--- src/rtl/sent_rx_host_pkg.sv ---
// Shared types and widths for the SENT receiver host buffer.
// Optional macro SENT_RX_HOST_TIMESTAMP_EN widens FIFO entries with a timestamp.
package sent_rx_host_pkg;
  localparam int FAST_W      = 12;
  localparam int SLOW_ID_W   = 8;
  localparam int SLOW_DATA_W = 16;
  localparam int TS_W        = 16;

  typedef struct packed {
    logic [SLOW_ID_W-1:0]   id;
    logic [SLOW_DATA_W-1:0] data;
    logic                   cfg;
    logic                   fmt;
    logic                   pause;
  } slow_msg_t;

  typedef enum logic {
    IDLE = 1'b0,
    HOLD = 1'b1
  } slow_state_t;
endpackage

--- src/rtl/sent_rx_host_fifo.sv ---
// Synchronous first-word-fall-through FIFO with level, full and drop report.
// Head data reads as zero while empty.
module sent_rx_host_fifo #(
  parameter int WIDTH = 12,
  parameter int DEPTH = 16,
  parameter int LW    = $clog2(DEPTH) + 1
) (
  input  logic             clk,
  input  logic             rst,
  input  logic             i_we,
  input  logic [WIDTH-1:0] i_din,
  input  logic             i_ready,
  output logic             o_valid,
  output logic [WIDTH-1:0] o_dout,
  output logic [LW-1:0]    o_level,
  output logic             o_drop
);
  localparam int AW = $clog2(DEPTH);

  logic [WIDTH-1:0] r_mem [DEPTH];
  logic [AW:0]      r_wr;
  logic [AW:0]      r_rd;
  logic [AW:0]      w_level;
  logic             w_full;
  logic             w_empty;
  logic             w_pop;
  logic             w_push;

  assign w_level = r_wr - r_rd;
  assign w_full  = (w_level == (AW+1)'(DEPTH));
  assign w_empty = (r_wr == r_rd);
  assign w_pop   = !w_empty && i_ready;
  assign w_push  = i_we && (!w_full || w_pop);

  assign o_valid = !w_empty;
  assign o_dout  = w_empty ? '0 : r_mem[r_rd[AW-1:0]];
  assign o_level = LW'(w_level);
  assign o_drop  = i_we && w_full && !w_pop;

  always_ff @(posedge clk) begin
    if (rst) begin
      r_wr <= '0;
      r_rd <= '0;
    end else begin
      if (w_push) r_wr <= r_wr + 1'b1;
      if (w_pop)  r_rd <= r_rd + 1'b1;
    end
  end

  always_ff @(posedge clk) begin
    if (w_push) r_mem[r_wr[AW-1:0]] <= i_din;
  end
endmodule

--- src/rtl/sent_rx_host_buffer.sv ---
// Host-side buffer: fast-word FIFO, held slow message, sticky loss flags.
// Define SENT_RX_HOST_TIMESTAMP_EN to timestamp each FIFO entry.
import sent_rx_host_pkg::*;

module sent_rx_host_buffer #(
  parameter int FIFO_DEPTH  = 16,
  parameter int AFULL_LEVEL = 12,
  parameter int LW          = $clog2(FIFO_DEPTH) + 1
) (
  input  logic                   clk_rx,
  input  logic                   reset_rx,
  input  logic                   write_enable_rx,
  input  logic [FAST_W-1:0]      data_to_fifo_rx,
  input  logic [SLOW_ID_W-1:0]   id_received,
  input  logic [SLOW_DATA_W-1:0] data_received,
  input  logic                   config_bit_received,
  input  logic                   channel_format_received,
  input  logic                   pause_received,
  output logic                   fast_valid,
  output logic [FAST_W-1:0]      fast_data,
  input  logic                   fast_ready,
`ifdef SENT_RX_HOST_TIMESTAMP_EN
  output logic [TS_W-1:0]        fast_timestamp,
`endif
  output logic [LW-1:0]          fifo_level,
  output logic                   fifo_afull,
  output logic                   fast_overflow,
  output logic                   slow_valid,
  output logic [SLOW_ID_W-1:0]   slow_id,
  output logic [SLOW_DATA_W-1:0] slow_data,
  output logic                   slow_cfg,
  output logic                   slow_fmt,
  output logic                   slow_pause,
  input  logic                   slow_ack,
  output logic                   slow_lost,
  input  logic                   status_clr
);
`ifdef SENT_RX_HOST_TIMESTAMP_EN
  localparam int EW = FAST_W + TS_W;
  logic [TS_W-1:0] r_ts;
  logic [EW-1:0]   w_din;
  logic [EW-1:0]   w_dout;

  always_ff @(posedge clk_rx) begin
    if (reset_rx) r_ts <= '0;
    else          r_ts <= r_ts + 1'b1;
  end

  assign w_din          = {r_ts, data_to_fifo_rx};
  assign fast_data      = w_dout[FAST_W-1:0];
  assign fast_timestamp = w_dout[EW-1:FAST_W];
`else
  localparam int EW = FAST_W;
  logic [EW-1:0] w_din;
  logic [EW-1:0] w_dout;

  assign w_din     = data_to_fifo_rx;
  assign fast_data = w_dout;
`endif

  logic w_drop;

  sent_rx_host_fifo #(
    .WIDTH (EW),
    .DEPTH (FIFO_DEPTH),
    .LW    (LW)
  ) u_fifo (
    .clk     (clk_rx),
    .rst     (reset_rx),
    .i_we    (write_enable_rx),
    .i_din   (w_din),
    .i_ready (fast_ready),
    .o_valid (fast_valid),
    .o_dout  (w_dout),
    .o_level (fifo_level),
    .o_drop  (w_drop)
  );

  assign fifo_afull = (fifo_level >= LW'(AFULL_LEVEL));

  always_ff @(posedge clk_rx) begin
    if (reset_rx)        fast_overflow <= 1'b0;
    else if (w_drop)     fast_overflow <= 1'b1;
    else if (status_clr) fast_overflow <= 1'b0;
  end

  slow_msg_t   w_msg;
  slow_msg_t   r_shadow;
  slow_msg_t   r_msg;
  slow_msg_t   r_held;
  logic        w_new_now;
  logic        r_new;
  slow_state_t r_state;
  slow_state_t w_next;
  logic        w_latch;
  logic        w_lost;

  assign w_msg     = '{id_received, data_received, config_bit_received,
                       channel_format_received, pause_received};
  assign w_new_now = (w_msg != r_shadow);

  // Shadow resets to zero so an idle all-zero bus is never reported.
  always_ff @(posedge clk_rx) begin
    if (reset_rx) begin
      r_shadow <= '0;
      r_msg    <= '0;
      r_new    <= 1'b0;
    end else begin
      r_new <= w_new_now;
      if (w_new_now) begin
        r_shadow <= w_msg;
        r_msg    <= w_msg;
      end
    end
  end

  always_comb begin
    w_next  = r_state;
    w_latch = 1'b0;
    w_lost  = 1'b0;
    unique case (r_state)
      IDLE: begin
        if (r_new) begin
          w_next  = HOLD;
          w_latch = 1'b1;
        end
      end
      HOLD: begin
        if (slow_ack) begin
          if (r_new) w_latch = 1'b1;
          else       w_next  = IDLE;
        end else if (r_new) begin
          w_lost = 1'b1;
        end
      end
      default: w_next = IDLE;
    endcase
  end

  always_ff @(posedge clk_rx) begin
    if (reset_rx) begin
      r_state   <= IDLE;
      r_held    <= '0;
      slow_lost <= 1'b0;
    end else begin
      r_state <= w_next;
      if (w_latch)         r_held    <= r_msg;
      if (w_lost)          slow_lost <= 1'b1;
      else if (status_clr) slow_lost <= 1'b0;
    end
  end

  assign slow_valid = (r_state == HOLD);
  assign slow_id    = r_held.id;
  assign slow_data  = r_held.data;
  assign slow_cfg   = r_held.cfg;
  assign slow_fmt   = r_held.fmt;
  assign slow_pause = r_held.pause;
endmodule
--- config.mk ---
export PLATFORM = sky130hd
export DESIGN_NAME = sent_rx_host_buffer
export DESIGN_NICKNAME = d
export VERILOG_FILES = /design/src/rtl/sent_rx_host_pkg.sv /design/src/rtl/sent_rx_host_fifo.sv /design/src/rtl/sent_rx_host_buffer.sv
export SDC_FILE = /design/constraint.sdc
export NUM_CORES = 1
export LEC_CHECK = 0
export CELL_PAD_IN_SITES_DETAIL_PLACEMENT = 1
export CELL_PAD_IN_SITES_GLOBAL_PLACEMENT = 2
export CORE_MARGIN = 4
export CORE_UTILIZATION = 42
export DETAILED_ROUTE_END_ITERATION = 10
export GPL_ROUTABILITY_DRIVEN = 0
export PLACE_DENSITY = 0.85
export SYNTH_ARGS = -nofsm -noshare
export SYNTH_HDL_FRONTEND = slang
export SYNTH_SLANG_ARGS = --single-unit
--- constraint.sdc ---
create_clock -name clk_rx -period 4.15 [get_ports clk_rx]
set_clock_uncertainty 0.1 [all_clocks]
set_input_delay 1.245 -clock clk_rx [delete_from_list [all_inputs] [get_ports clk_rx]]
set_output_delay 1.245 -clock clk_rx [all_outputs]
set_load 0.03 [all_outputs]
==> summary.md, run 1 <==
| Metric | Value |
|---|---|
| Outcome | `finished clean` |
| Fill cells | `2278` |
| Layout cell share with drive strength beyond 1 | `0.1771` |
| HP Start | `slow_data[3]` |
| # port buffers | `93` |
| Simple-Gate Fraction of Synth Area | `0.07771` |
| Clock tree buffer depth | `3` |
| Final setup TNS | `0 ns` |
| End of the critical path | `fast_data[2]` |
| Synth Area in XOR/XNOR | `0.03174` |
| Period utilization | `0.9746` |
| Hold_buf cts | `0` |
| Comb pwr share | `0.255` |
| Routed Antenna Nets | `0` |
| Top-area cell type share of the netlist area | `0.5648` |
| Synth warnings | `0` |
| Die W | `163.9 µm` |
| Post-Synth Adder-Cell Area | `0.01299` |
| Worst Setup End Kind | `output port` |
| Core ar. | `23680 µm²` |
| F_max | `247.2 MHz` |
| Initial DRC count | `383` |
| Post CTS Setup Buffer Count | `0` |
| Clock sinks | `264` |
| Slew Limit Fails | `0` |
| Sw power | `2.071 mW` |
| Hpwl dp | `15.08 mm` |
| IO Count | `94` |
| Post-synthesis compound-gate area fraction | `0.02096` |
| Flip-flop and latch area | `7212 µm²` |
| Worst-path clk slew | `0.06 ns` |
| Largest family of logic cells by synthesized area | `multiplexers` |
| Via count | `5584` |
| Synthesized flop and latch total | `264` |
| Wire length per cell | `23.30 µm` |
| Die height | `163.9 µm` |
| Initial antenna violation count | `0` |
| TritonCTS clock tree | `done` |
| Multi-input gate area | `2877 µm²` |
| Syn nets | `661` |
| Vias in the first global route | `6221` |
| Area contributors post-synth | `edfxtp_1, dfxtp_1, mux4_2, nor2b_1, nand2_1` |
| Final critical-path required period | `4.045 ns` |
| Peak VDD IR | `0.3260 mV` |
| Max-cap violations | `0` |
| Router iterations before antenna repair | `5` |
| Final Hold Violating Endpoints | `0` |
| Net Sw Frac | `0.2827` |
| Largest net degree at the start of global routing | `49` |
| Reg2reg setup slack | `0.83 ns` |
| Synth unique cells | `32` |
| Antenna fix cells | `0` |
| Worst R2R Start | `u_fifo.r_wr[0]` |
| Clock power frac | `0.333` |
| Vias per cell | `5.303` |
| EDFF count, synth | `192` |
| Worst-Margin Slew | `0.9766 ns` |
| Post-synth ARST share | `0` |
| Lkg Pwr | `4.181 nW` |
| Syn_area_per_cell | `16.85 µm²` |
| Mapped Area | `10210 µm²` |
| # rows | `56` |
| Routed WL | `24.53 mm` |
| Final Setup Violations | `0` |
| GRT Resource Usage Total | `0.1838` |
| RR Endpoint | `u_fifo.r_mem[13][6]` |
| Post-synthesis sequential area ratio | `0.7060` |
| WS Path Type | `reg2out` |
| Slew HR | `0.3489` |
| First-pass GRT wire length | `36.98 mm` |
| Startpoint Class | `register` |
| Post-synthesis mux area share | `0.1359` |
| Critical path required time | `2.80 ns` |
| Flop pwr share | `0.411` |
| Gr ovfl total | `0` |
| Die ar. | `26860 µm²` |
| Final Non-Filler Cells | `1053` |
| Hold Path Class | `reg2reg` |
| Post-synth top flop | `edfxtp_1` |
| Leading area contributor after synthesis | `edfxtp_1` |
| RSZ-0062 raised after global routing | `no` |
| Worst r2r path cells | `9` |
| Root Driver | `clkbuf_16` |
| Worst Path Max Fanout | `16` |
| Arr. time, crit path | `2.70 ns` |
| CTS buffer count | `27` |
| # H-tree levels | `1` |
| Cells after Synth | `606` |
| Residual DRC | `0` |
| P_int | `5.255 mW` |
| PwrDens | `585.3 nW/µm²` |
| Clk_lat worst skew | `0.53 ns` |
| Layout Nets | `769` |
| Placed cells | `1002` |
| Initial core utilization | `0.4311` |
| Area Overhead vs Synth | `22.61%` |
-- flip-flops by register name, indices dropped and copies added, names as in the netlist, named ones only --
signal,cells
u_fifo.r_rd,5
slow_id,8
u_fifo.r_mem,192
fast_overflow,1
slow_cfg,1
slow_data,16
slow_fmt,1
r_new,1
slow_valid,1
slow_pause,1
r_msg,27
slow_lost,1
u_fifo.r_wr,5
-- layer usage --
layer  GRT usage  share of wire  up-vias
met1      0.2329           0.40     2850
met2      0.3224           0.51      198
li1            -              -     2508
met3     0.04768          0.076       28
met5           0              0        -
met4     0.03584          0.012        0
-- kinds of logic after synthesis --
group                    after synthesis
flip-flops                           264
AND/OR/NAND/NOR                      156
adder cells (fa/ha/maj)               10
buffers and inverters                 39
XOR/XNOR                              37
AO/OA/AOI/OAI                         37
multiplexers                          63
-- critical path: stages (launching register included) --
cell and delay (ns):
dfxtp_4 0.43, clkbuf_16 0.24, mux4_2 0.53, mux4_2 0.47
nor2b_1 0.14, dlygate4sd2_1 0.36
-- synth_stat cells, types with 4 or more instances --
master / instances
edfxtp_1: 192
dfxtp_1: 72
mux4_2: 60
nand2_1: 59
nor2b_1: 47
a21oi_1: 31
clkbuf_1: 20
xnor2_1: 20
nor2_1: 18
xor2_1: 17
and3_1: 13
inv_1: 11
ha_1: 9
nand4_1: 8
buf_1: 5
nor4_1: 4
-- cell type report --
class / instances / area share
sequential: 264 / 0.5762
clock inverter: 14 / 0.01269
tap: 319 / 0.03189
inverter: 11 / 0.003299
clock buffer: 35 / 0.05878
timing repair buffer: 107 / 0.08737
multi-input combinational: 303 / 0.2298
-- layout by cell type, fill, tap and decap left out, types with 11 or more instances in the layout --
cell             synthesis  final
inv_1                   11     11
nor2_1                  18     18
nor2b_1                 47     46
nand2_1                 59     59
xnor2_1                 20     19
a21oi_1                 31     30
and3_1                  13     13
mux4_2                  60     60
clkbuf_16                0     29
xor2_1                  17     17
clkdlybuf4s50_1          0     75
edfxtp_1               192    192
dlygate4sd2_1            0     12
dfxtp_1                 72     70
-- stage by stage --
step                      total power [mW]  setup WS (ns)  cell area (µm²)  hold slack (ns)  utilization
after floorplan                      4.250         0.6829            10210           0.3437            -
after global placement               4.879         0.3829            11560           0.3450       0.4883
after detailed placement             4.950         0.3111            11560           0.3506       0.4883
after CTS                            7.333       0.009126            12450           0.3561       0.5258
after global routing                 7.640       0.001204            12520           0.3847       0.5285
final                                7.326         0.1054            12520           0.3539       0.5285
-- power groups by stage --
stage	clock network [mW]	registers [mW]	logic, mW
after detailed placement	0	3.06	1.90
after global placement	0	3.05	1.83
after floorplan	0	3.05	1.20
after CTS	2.48	3.00	1.85
after global routing	2.60	3.02	2.02
final	2.44	3.01	1.87
-- worst min-delay path by stage --
stage	to	slack, ns	cells after the start
finish	slow_data[3]	0.35	2
global placement	slow_data[11]	0.35	2
CTS	slow_data[3]	0.36	2
global route	slow_data[13]	0.38	2
detailed placement	slow_data[3]	0.35	2
floorplan	slow_data[11]	0.34	2
-- repair_timing --
action | 4_1_cts | 5_1_grt
cloned | 0 | 2
resized for setup | 16 | 8
setup endpoints to repair | 14 | 10
Power figures use the tool's default switching activity.
==> inputs of run 2 (changes only) <==
Settings changed: CORE_MARGIN 4 to unset.
==> run 2 against run 1 <==
Against the previous run: routed wire length is 5.4% lower; first-iteration DRC count is 10% lower; sequential power hardly changed; setup slack better by 0.043 ns; register-to-register slack better by 0.04 ns; worst hold slack hardly changed; final cell count is 0.95% higher; core utilization hardly changed; clock power is 3% lower; design area hardly changed; combinational power hardly changed; critical path depth is 2 higher; critical path type unchanged; largest power group unchanged.
==> summary.md, run 2 (same netlist as run 1, synthesis figures left out) <==
| Metric | Value |
|---|---|
| Initial antenna violation count | `2 (+2)` |
| Worst R2R Start | `u_fifo.r_wr[0]` |
| Die W | `157.9 µm (-3.7%)` |
| Worst Setup End Kind | `output port` |
| Final Non-Filler Cells | `1063 (+0.95%)` |
| Final Setup Violations | `0 (unchanged)` |
| Wire length per cell | `21.82 µm (-6.3%)` |
| F_max | `249.9 MHz (+1.1%)` |
| Vias in the first global route | `6051 (-2.7%)` |
| Router iterations before antenna repair | `4 (-1)` |
| Most frequent cells in the layout | `edfxtp_1, clkdlybuf4s50_1, dfxtp_1, mux4_2, nand2_1` |
| PwrDens | `577.5 nW/µm² (-1.3%)` |
| RSZ-0062 raised after global routing | `no` |
| GRT Resource Usage Total | `0.1936 (+0.009815)` |
| Routed WL | `23.20 mm (-5.4%)` |
| Lkg Pwr | `4.232 nW (+1.2%)` |
| Area Overhead vs Synth | `22.63% (about the same)` |
| Fill cells | `2295 (+0.75%)` |
| Placed cells | `1006 (+0.40%)` |
| # port buffers | `93 (unchanged)` |
| IO Count | `94 (unchanged)` |
| Clk_lat worst skew | `0.52 ns (about the same)` |
| Arr. time, crit path | `2.66 ns (-0.04 ns)` |
| Largest net degree at the start of global routing | `49 (unchanged)` |
| Clock tree buffer depth | `3 (unchanged)` |
| Routed Antenna Nets | `0 (unchanged)` |
| Core ar. | `23680 µm² (unchanged)` |
| Final Hold Violating Endpoints | `0 (unchanged)` |
| Initial core utilization | `0.4311 (unchanged)` |
| Initial DRC count | `343 (-10%)` |
| Worst-Margin Slew | `0.9535 ns (-0.02315 ns)` |
| Peak VDD IR | `0.4121 mV (+26%)` |
| Max-cap violations | `0 (unchanged)` |
| Max FFs per register | `192 (unchanged)` |
| Startpoint Class | `register` |
| Period utilization | `0.9643 (-0.01029)` |
| # H-tree levels | `1 (unchanged)` |
| Die height | `157.9 µm (-3.7%)` |
| Slew HR | `0.3644 (+0.01543)` |
| Final setup TNS | `0 ns (unchanged)` |
| Outcome | `finished clean` |
| Hpwl dp | `14.96 mm (-0.81%)` |
| Layout Nets | `779 (+1.3%)` |
| Die ar. | `24930 µm² (-7.2%)` |
| Via count | `5562 (-0.39%)` |
| Critical path launch point | `u_fifo.r_wr[0]` |
| WS Path Type | `reg2out` |
| Vias per cell | `5.232 (-1.3%)` |
| Antenna fix cells | `0 (unchanged)` |
| Root Driver | `clkbuf_16` |
| Flip-flop and latch area | `7212 µm² (unchanged)` |
| # rows | `56 (unchanged)` |
| Worst-path clk slew | `0.06 ns (about the same)` |
| Critical path required time | `2.80 ns (about the same)` |
| Layout cell share with drive strength beyond 1 | `0.1935 (+0.01644)` |
| Clock sinks | `264 (unchanged)` |
| CTS buffer count | `27 (unchanged)` |
| Final critical-path required period | `4.002 ns (-0.04271 ns)` |
| TritonCTS clock tree | `done` |
| Slew Limit Fails | `0 (unchanged)` |
| Hold_buf cts | `0 (unchanged)` |
| Residual DRC | `0 (unchanged)` |
| Most common cell after layout, fill and taps aside | `edfxtp_1` |
| Reg2reg setup slack | `0.87 ns (+0.04 ns)` |
| HP Start | `slow_id[0]` |
| Worst Path Max Fanout | `5 (-11)` |
| Hold Path Class | `reg2reg` |
| Gr ovfl total | `0 (unchanged)` |
| First-pass GRT wire length | `35.25 mm (-4.7%)` |
| Multi-input gate area | `2870 µm² (-0.22%)` |
[run 2: layer usage]
layer	wire length, µm	share of wire	GRT usage
met5	13	0.00056	0
met4	459	0.020	0.04762
met3	1746	0.075	0.05612
met2	11970	0.52	0.3491
met1	9005	0.39	0.2251
[run 2: critical path: stages (launching register included)]
cell and delay, ns:
dfxtp_1 0.42, inv_1 0.12, ha_1 0.20, nand2b_1 0.14, a21oi_1 0.17, xor2_1 0.23, buf_4 0.18, clkdlybuf4s50_1 0.66
[run 2: through the flow]
step / util / power [mW] / instance area, µm² / hold WS [ns] / worst slack, ns
finish: 0.5286 / 7.230 / 12520 / 0.3540 / 0.1481
global route: 0.5286 / 7.519 / 12520 / 0.3804 / 0.03096
global placement: 0.4894 / 4.896 / 11590 / 0.3458 / 0.3755
floorplan: - / 4.250 / 10210 / 0.3437 / 0.6829
CTS: 0.5258 / 7.262 / 12450 / 0.3571 / 0.001017
detailed placement: 0.4894 / 4.958 / 11590 / 0.3489 / 0.3226
[run 2: area by class of cell]
class,instances,share of cell area
Tap cell,319,0.03188
Inverter,11,0.003298
Clock buffer,43,0.06717
Timing Repair Buffer,117,0.08945
Clock inverter,6,0.002799
Sequential cell,264,0.5761
Multi-Input combinational cell,303,0.2293
[run 2: worst paths after layout]
path,cells past startpoint,endpoint
setup / recovery,7,fifo_level[3]
hold / removal,2,slow_id[0]
setup reg to reg,9,u_fifo.r_mem[2][9]
hold reg to reg,2,slow_id[0]
[run 2: timing repair]
action / CTS / global route
setup buffers: 0 / 8
endpoints found under the setup margin: 12 / 11
resized for setup: 13 / 7
gates cloned: 0 / 0
[run 2: power by group]
group          internal, mW  switching [mW]  total, mW  leakage, nW
sequential             2.94          0.0719       3.01         2.33
clock                  1.39           0.968       2.36        0.441
combinational         0.881           0.978       1.86         1.46
total                  5.21            2.02       7.23         4.23
